<file path="src/rtl/mux_pipe_rr_pkg.sv">
// Shared constants for the N-channel merge pipe: arbitration mode encodings and channel-index width.
package mux_pipe_rr_pkg;

  localparam int unsigned MUX_PIPE_MODE_RR   = 0;
  localparam int unsigned MUX_PIPE_MODE_PRIO = 1;

  // Channel index width; a single channel still needs one bit on the output port.
  function automatic int unsigned ch_width(input int unsigned n);
    return (n > 2) ? $clog2(n) : 1;
  endfunction

endpackage

</file>
<file path="src/rtl/mux_pipe_rr_fifo.sv">
// Per-channel FIFO: registered storage with wrap-bit pointers, head visible one cycle after enqueue.
module mux_pipe_fifo #(
  parameter int unsigned WIDTH = 128,
  parameter int unsigned DEPTH = 2
) (
  input  logic             CLK,
  input  logic             nRST,
  input  logic             enq_ena,
  input  logic [WIDTH-1:0] enq_v,
  output logic             enq_rdy,
  input  logic             deq_ena,
  output logic             deq_rdy,
  output logic [WIDTH-1:0] first
);

  localparam int unsigned AW = $clog2(DEPTH);

  logic [AW:0]      wr_ptr;
  logic [AW:0]      rd_ptr;
  logic [WIDTH-1:0] mem [DEPTH];
  logic             full;
  logic             empty;
  logic             do_enq;
  logic             do_deq;

  // Extra MSB on each pointer distinguishes full from empty when the low bits match.
  assign full    = (wr_ptr[AW] != rd_ptr[AW]) && (wr_ptr[AW-1:0] == rd_ptr[AW-1:0]);
  assign empty   = (wr_ptr == rd_ptr);
  assign enq_rdy = !full;
  assign deq_rdy = !empty;
  assign do_enq  = enq_ena && !full;
  assign do_deq  = deq_ena && !empty;
  assign first   = mem[rd_ptr[AW-1:0]];

  always_ff @(posedge CLK or negedge nRST) begin
    if (!nRST) begin
      wr_ptr <= '0;
      rd_ptr <= '0;
    end else begin
      if (do_enq) wr_ptr <= wr_ptr + 1'b1;
      if (do_deq) rd_ptr <= rd_ptr + 1'b1;
    end
  end

  always_ff @(posedge CLK) begin
    if (do_enq) mem[wr_ptr[AW-1:0]] <= enq_v;
  end

endmodule

</file>
<file path="src/rtl/mux_pipe_rr.sv">
// N-channel merge pipe: one FIFO per input channel, drained by a round-robin or fixed-priority arbiter.
module mux_pipe_rr
  import mux_pipe_rr_pkg::*;
#(
  parameter  int unsigned WIDTH = 128,
  parameter  int unsigned NCH   = 2,
  parameter  int unsigned DEPTH = 2,
  parameter  int unsigned MODE  = MUX_PIPE_MODE_RR,
  localparam int unsigned CHW   = ch_width(NCH)
) (
  input  logic                 CLK,
  input  logic                 nRST,
  input  logic [NCH-1:0]       in_enq__ENA,
  input  logic [NCH*WIDTH-1:0] in_enq_v,
  output logic [NCH-1:0]       in_enq__RDY,
  output logic                 out_enq__ENA,
  output logic [WIDTH-1:0]     out_enq_v,
  output logic [CHW-1:0]       out_enq_ch,
  input  logic                 out_enq__RDY
);

  logic [NCH-1:0]   req;
  logic [WIDTH-1:0] head [NCH];
  logic [CHW-1:0]   rr_ptr;
  logic [CHW-1:0]   shamt;
  logic [2*NCH-1:0] dbl;
  logic [NCH-1:0]   rot;
  logic             found;
  logic [CHW-1:0]   pick;
  logic [CHW:0]     sum;
  logic [CHW-1:0]   grant;
  logic             any;

  for (genvar g = 0; g < NCH; g++) begin : g_fifo
    mux_pipe_fifo #(
      .WIDTH(WIDTH),
      .DEPTH(DEPTH)
    ) u_fifo (
      .CLK    (CLK),
      .nRST   (nRST),
      .enq_ena(in_enq__ENA[g]),
      .enq_v  (in_enq_v[g*WIDTH +: WIDTH]),
      .enq_rdy(in_enq__RDY[g]),
      .deq_ena(out_enq__ENA && (grant == CHW'(g))),
      .deq_rdy(req[g]),
      .first  (head[g])
    );
  end

  // Rotate requests so rr_ptr sits at bit 0, take the lowest set bit, then rotate the index back.
  always_comb begin
    shamt = (MODE == MUX_PIPE_MODE_RR) ? rr_ptr : '0;
    dbl   = {req, req};
    rot   = NCH'(dbl >> shamt);
    found = 1'b0;
    pick  = '0;
    for (int unsigned i = 0; i < NCH; i++) begin
      if (rot[i] && !found) begin
        found = 1'b1;
        pick  = CHW'(i);
      end
    end
    sum = {1'b0, pick} + {1'b0, shamt};
    if (sum >= (CHW+1)'(NCH)) sum = sum - (CHW+1)'(NCH);
    grant = sum[CHW-1:0];
  end

  assign any          = |req;
  assign out_enq__ENA = any && out_enq__RDY;
  assign out_enq_v    = any ? head[grant] : '0;
  assign out_enq_ch   = any ? grant : '0;

  always_ff @(posedge CLK or negedge nRST) begin
    if (!nRST) begin
      rr_ptr <= '0;
    end else if (out_enq__ENA && (MODE == MUX_PIPE_MODE_RR)) begin
      rr_ptr <= (grant == CHW'(NCH-1)) ? '0 : grant + 1'b1;
    end
  end

endmodule

</file>
<file path="config.mk">
export PLATFORM = sky130hd
export DESIGN_NAME = mux_pipe_rr
export DESIGN_NICKNAME = d
export VERILOG_FILES = /design/src/rtl/mux_pipe_rr_pkg.sv /design/src/rtl/mux_pipe_rr_fifo.sv /design/src/rtl/mux_pipe_rr.sv
export SDC_FILE = /design/constraint.sdc
export NUM_CORES = 1
export LEC_CHECK = 0
export CORE_AREA = 2 2 200 202
export DETAILED_ROUTE_END_ITERATION = 7
export DIE_AREA = 0 0 202 204
export PLACE_DENSITY = 0.78
export SYNTH_ARGS = -nofsm -noshare
export SYNTH_HDL_FRONTEND = slang
export SYNTH_SLANG_ARGS = --single-unit
</file>
<file path="constraint.sdc">
create_clock -name CLK -period 8.41 [get_ports CLK]
set_input_delay 1.682 -clock CLK [delete_from_list [all_inputs] [get_ports CLK]]
set_output_delay 1.682 -clock CLK [all_outputs]
set_load 0.02 [all_outputs]
</file>
==> summary by stage <==
Global route
For this run the aggregate overflow at the end of global routing stands at 0. The number of global-route vias before repair is 11100. The first-pass GRT wire length is between 60 and 70 mm. For this run, the total global-route usage over all layers was measured as 0.217. The number of antenna violations at the first check in global routing is 6. Entering global routing, the biggest net connects between 100 and 150 pins.

Timing
The count of final max-slew check failures is 0. Setup repair after global routing left no endpoint under its margin. Setup violations remaining at the end of the flow were counted as 0. In the final timing run, aggregate negative setup slack is 0 ns. In this run the tightest slew margin relative to its limit is 0.290.

The hold violation count in the final report is 0. Timing would allow up to around 170 MHz. The clock period could shrink to roughly 6 ns. The measured slew at the worst slew-check pin is 1.06 ns. After layout, the worst setup slack is 2.41 ns. Across the routed clock network, the largest skew measured is between 0.015 and 0.02 ns.

The fraction of the cycle the final worst path needs is 0.714.

Setup path
The arrival time at the worst endpoint is around 4.3 ns. STA classifies the critical path startpoint as a flop. The kind of end point of the critical path is an output port. The data required time at the worst endpoint is 6.73 ns. The critical-path maximum fanout is 65. The class of the most critical setup path is reg -> out.

Synthesis
The share of synthesized area in the top cell type comes to 0.780. The synthesized cell area is around 20000 um^2. The total of flip-flops plus latches after synthesis is around 520. When the netlist entered floorplanning its net count stood at 1261. Of the synthesized area, sequential elements account for 0.792.

The Yosys step of the flow raised 0 warnings. Synthesis handed over a netlist of 1000 instances. Each instance of the synthesized netlist takes up on average between 15 and 20 um^2. By area the synthesized netlist is led by edfxtp_1 78%, mux2i_1 13%, o22ai_1 3.4%. The netlist uses 26 different library cells.

The largest area contributor in the netlist is edfxtp_1.

Run
The count of maximum capacitance violations is 0.

Clock tree
Hold repair after CTS inserted 0 buffers. The clock slew seen by the registers of the worst setup and hold paths is ~0.060 ns. The buffer cell driving the clock tree root is clkbuf_16.

The H-tree was split into 2 levels. The CTS tree is done. Buffers added to address setup during post-CTS repair amount to 0.

Post-CTS repair changed the size of 0 cells. Buffers inserted during clock tree synthesis total 50. The worst-skew pair later-pin latency is ~0.58 ns. The total number of clock tree sinks is roughly 520.

The number of buffers between clock root and the deepest sink is 3.

Finish
The core occupancy in the finished layout is 0.652. The area growth from synthesis to layout is 29.7%. The ratio of cells with drive above 1 in the final layout is 0.0746. The most frequent standard cell in the layout excluding fill and tap cells is edfxtp_1.

The library cells used most frequently in the layout, excluding fill and tap cells, are 512 x edfxtp_1, 392 x clkdlybuf4s50_1, 256 x mux2i_1, 108 x o22ai_1, 51 x clkbuf_16. After the last flow step, the layout net total stands at 1659. The cell area after layout is between 20000 and 30000 um^2.

Placed design
The post-DP HPWL is slightly below 30 mm. The post-place setup slack is approximately 3.1 ns. In this run the tool buffered the top-level ports with around 400 buffer cells. Once placement finished, the instance area stood at 24100 um^2. Routability-driven placement finished with a final weighted congestion of between 0.8 and 0.9.

Detailed routing
The average vias per placed instance is ~5.5. Once detail routing completed, the nets flagged for antenna violations numbered 0. Summed over all layers, the routed wires come to ~46 mm.

The routed length per instance is between 20 and 25 um. The number of iterations in the first detailed-routing pass is 5. The number of violations reported at the end of detailed-routing iteration 0 is slightly above 700. The detailed router placed roughly 11000 vias in this run.

The final routed DRC violation total is 0.

Floorplan
The die area is between 40000 and 50000 um^2. In this run the standard cell core region covers 39200 um^2. The number of placement rows is 73. From bottom edge to top edge, the die measures 204 um. The effective utilization at floorplan is 0.503. The I/O pin count is just under 400. The chip width is approximately 200 um.

Min path
The tightest min-delay check is of the reg -> reg type.

Pwr
The worst-case IR drop observed on VDD is approximately 0.00036 V. The analysis attributes to cell leakage a power of about 0.009 uW. Dividing total power by cell area gives a power density of roughly 470 nW/um^2.

Run status
The run finished with clean final reports.
==> critical path, cell delays in order, from the launching register on <==
cell and delay, ns:
dfrtp_4 0.89, xnor2_1 0.21, a21o_2 0.29, nand2_4 0.59, buf_4 0.74, o22ai_1 0.23, clkdlybuf4s50_1 0.58
==> metrics by stage <==
| step | hold WS, ns | total power [uW] | cells |
|---|---|---|---|
| after floorplan | 0.460 | 7750 | 1000 |
| after global placement | 0.476 | 9970 | 1871 |
| after detailed placement | 0.484 | 10100 | 1871 |
| after CTS | 0.496 | 12200 | 1959 |
| after global routing | 0.511 | 12600 | 1963 |
| final | 0.492 | 12100 | 1964 |
==> registers in the layout, indices dropped and copies added (netlist names) <==
signal,count
g_fifo.u_fifo.rd_ptr,4
rr_ptr,1
g_fifo.u_fifo.mem,512
g_fifo.u_fifo.wr_ptr,4
==> logic make-up (layout without fill, tap and decap cells) <==
logic type	count (synthesis)	in the layout	share of synthesized area
flip-flops	521	521	0.792
multiplexers	256	256	0.130
AO/OA/AOI/OAI	133	133	0.0486
buffers and inverters	61	495	0.0197
AND/OR/NAND/NOR	16	16	0.00419
XOR/XNOR	13	13	0.00578
other	0	5	0
==> layout make-up <==
class                           instances  area (um^2)
Antenna cell                            5         12.5
Clock buffer                           60         1310
Tap cell                              525          657
Timing Repair Buffer                  406         4040
Clock inverter                         28          174
Inverter                                1         3.75
Multi-Input combinational cell        418         3750
Sequential cell                       521        15600
Fill cell                            2596        13600
==> synthesized netlist by cell type <==
| cell | n |
|---|---|
| and3_1 | 2 |
| nand2b_2 | 1 |
| dfrtp_1 | 9 |
| xor2_1 | 4 |
| a31oi_1 | 1 |
| nand3_1 | 2 |
| xnor2_1 | 9 |
| buf_6 | 12 |
| o21ai_1 | 1 |
| buf_2 | 38 |
| mux2i_1 | 256 |
| clkbuf_1 | 3 |
| nor2_1 | 2 |
| a21oi_1 | 1 |
| nand2b_1 | 1 |
| edfxtp_1 | 512 |
| buf_1 | 1 |
| o21a_1 | 1 |
| inv_1 | 1 |
| nand2_2 | 1 |
| buf_4 | 6 |
| o22ai_2 | 20 |
| o22ai_1 | 108 |
| nand2_1 | 5 |
| a21o_2 | 1 |
| nand4_1 | 2 |
==> metal layers <==
layer  track usage  routed length (um)  vias up
met5             0                  13        -
met4        0.0830                1370        2
met3        0.0544                3430       84
met2         0.364               22900      439
met1         0.275               17800     5399
li1              -                   -     4868
==> power by group <==
| part | internal, uW | switching [uW] |
|---|---|---|
| Clock | 1160 | 898 |
| Sequential | 3790 | 280 |
| Combinational | 2480 | 3500 |
| Total | 7430 | 4680 |
==> worst paths after layout <==
| kind | slack [ns] | cells after the start | to | startpoint |
|---|---|---|---|---|
| worst max-delay path | 2.41 | 6 | out_enq_v[61] | g_fifo[0].u_fifo.rd_ptr[0] |
| worst min-delay path | 0.49 | 1 | g_fifo[0].u_fifo.wr_ptr[1] | g_fifo[0].u_fifo.wr_ptr[1] |
| worst max register to register | 5.11 | 4 | g_fifo[1].u_fifo.mem[1][64] | g_fifo[1].u_fifo.rd_ptr[0] |
| worst min register to register | 0.49 | 1 | g_fifo[0].u_fifo.wr_ptr[1] | g_fifo[0].u_fifo.wr_ptr[1] |
| max in group asynchronous | 6.71 | 1 | g_fifo[0].u_fifo.rd_ptr[0] | nRST |
| min in group asynchronous | 1.39 | 1 | rr_ptr | nRST |
Power figures use the tool's default switching activity.
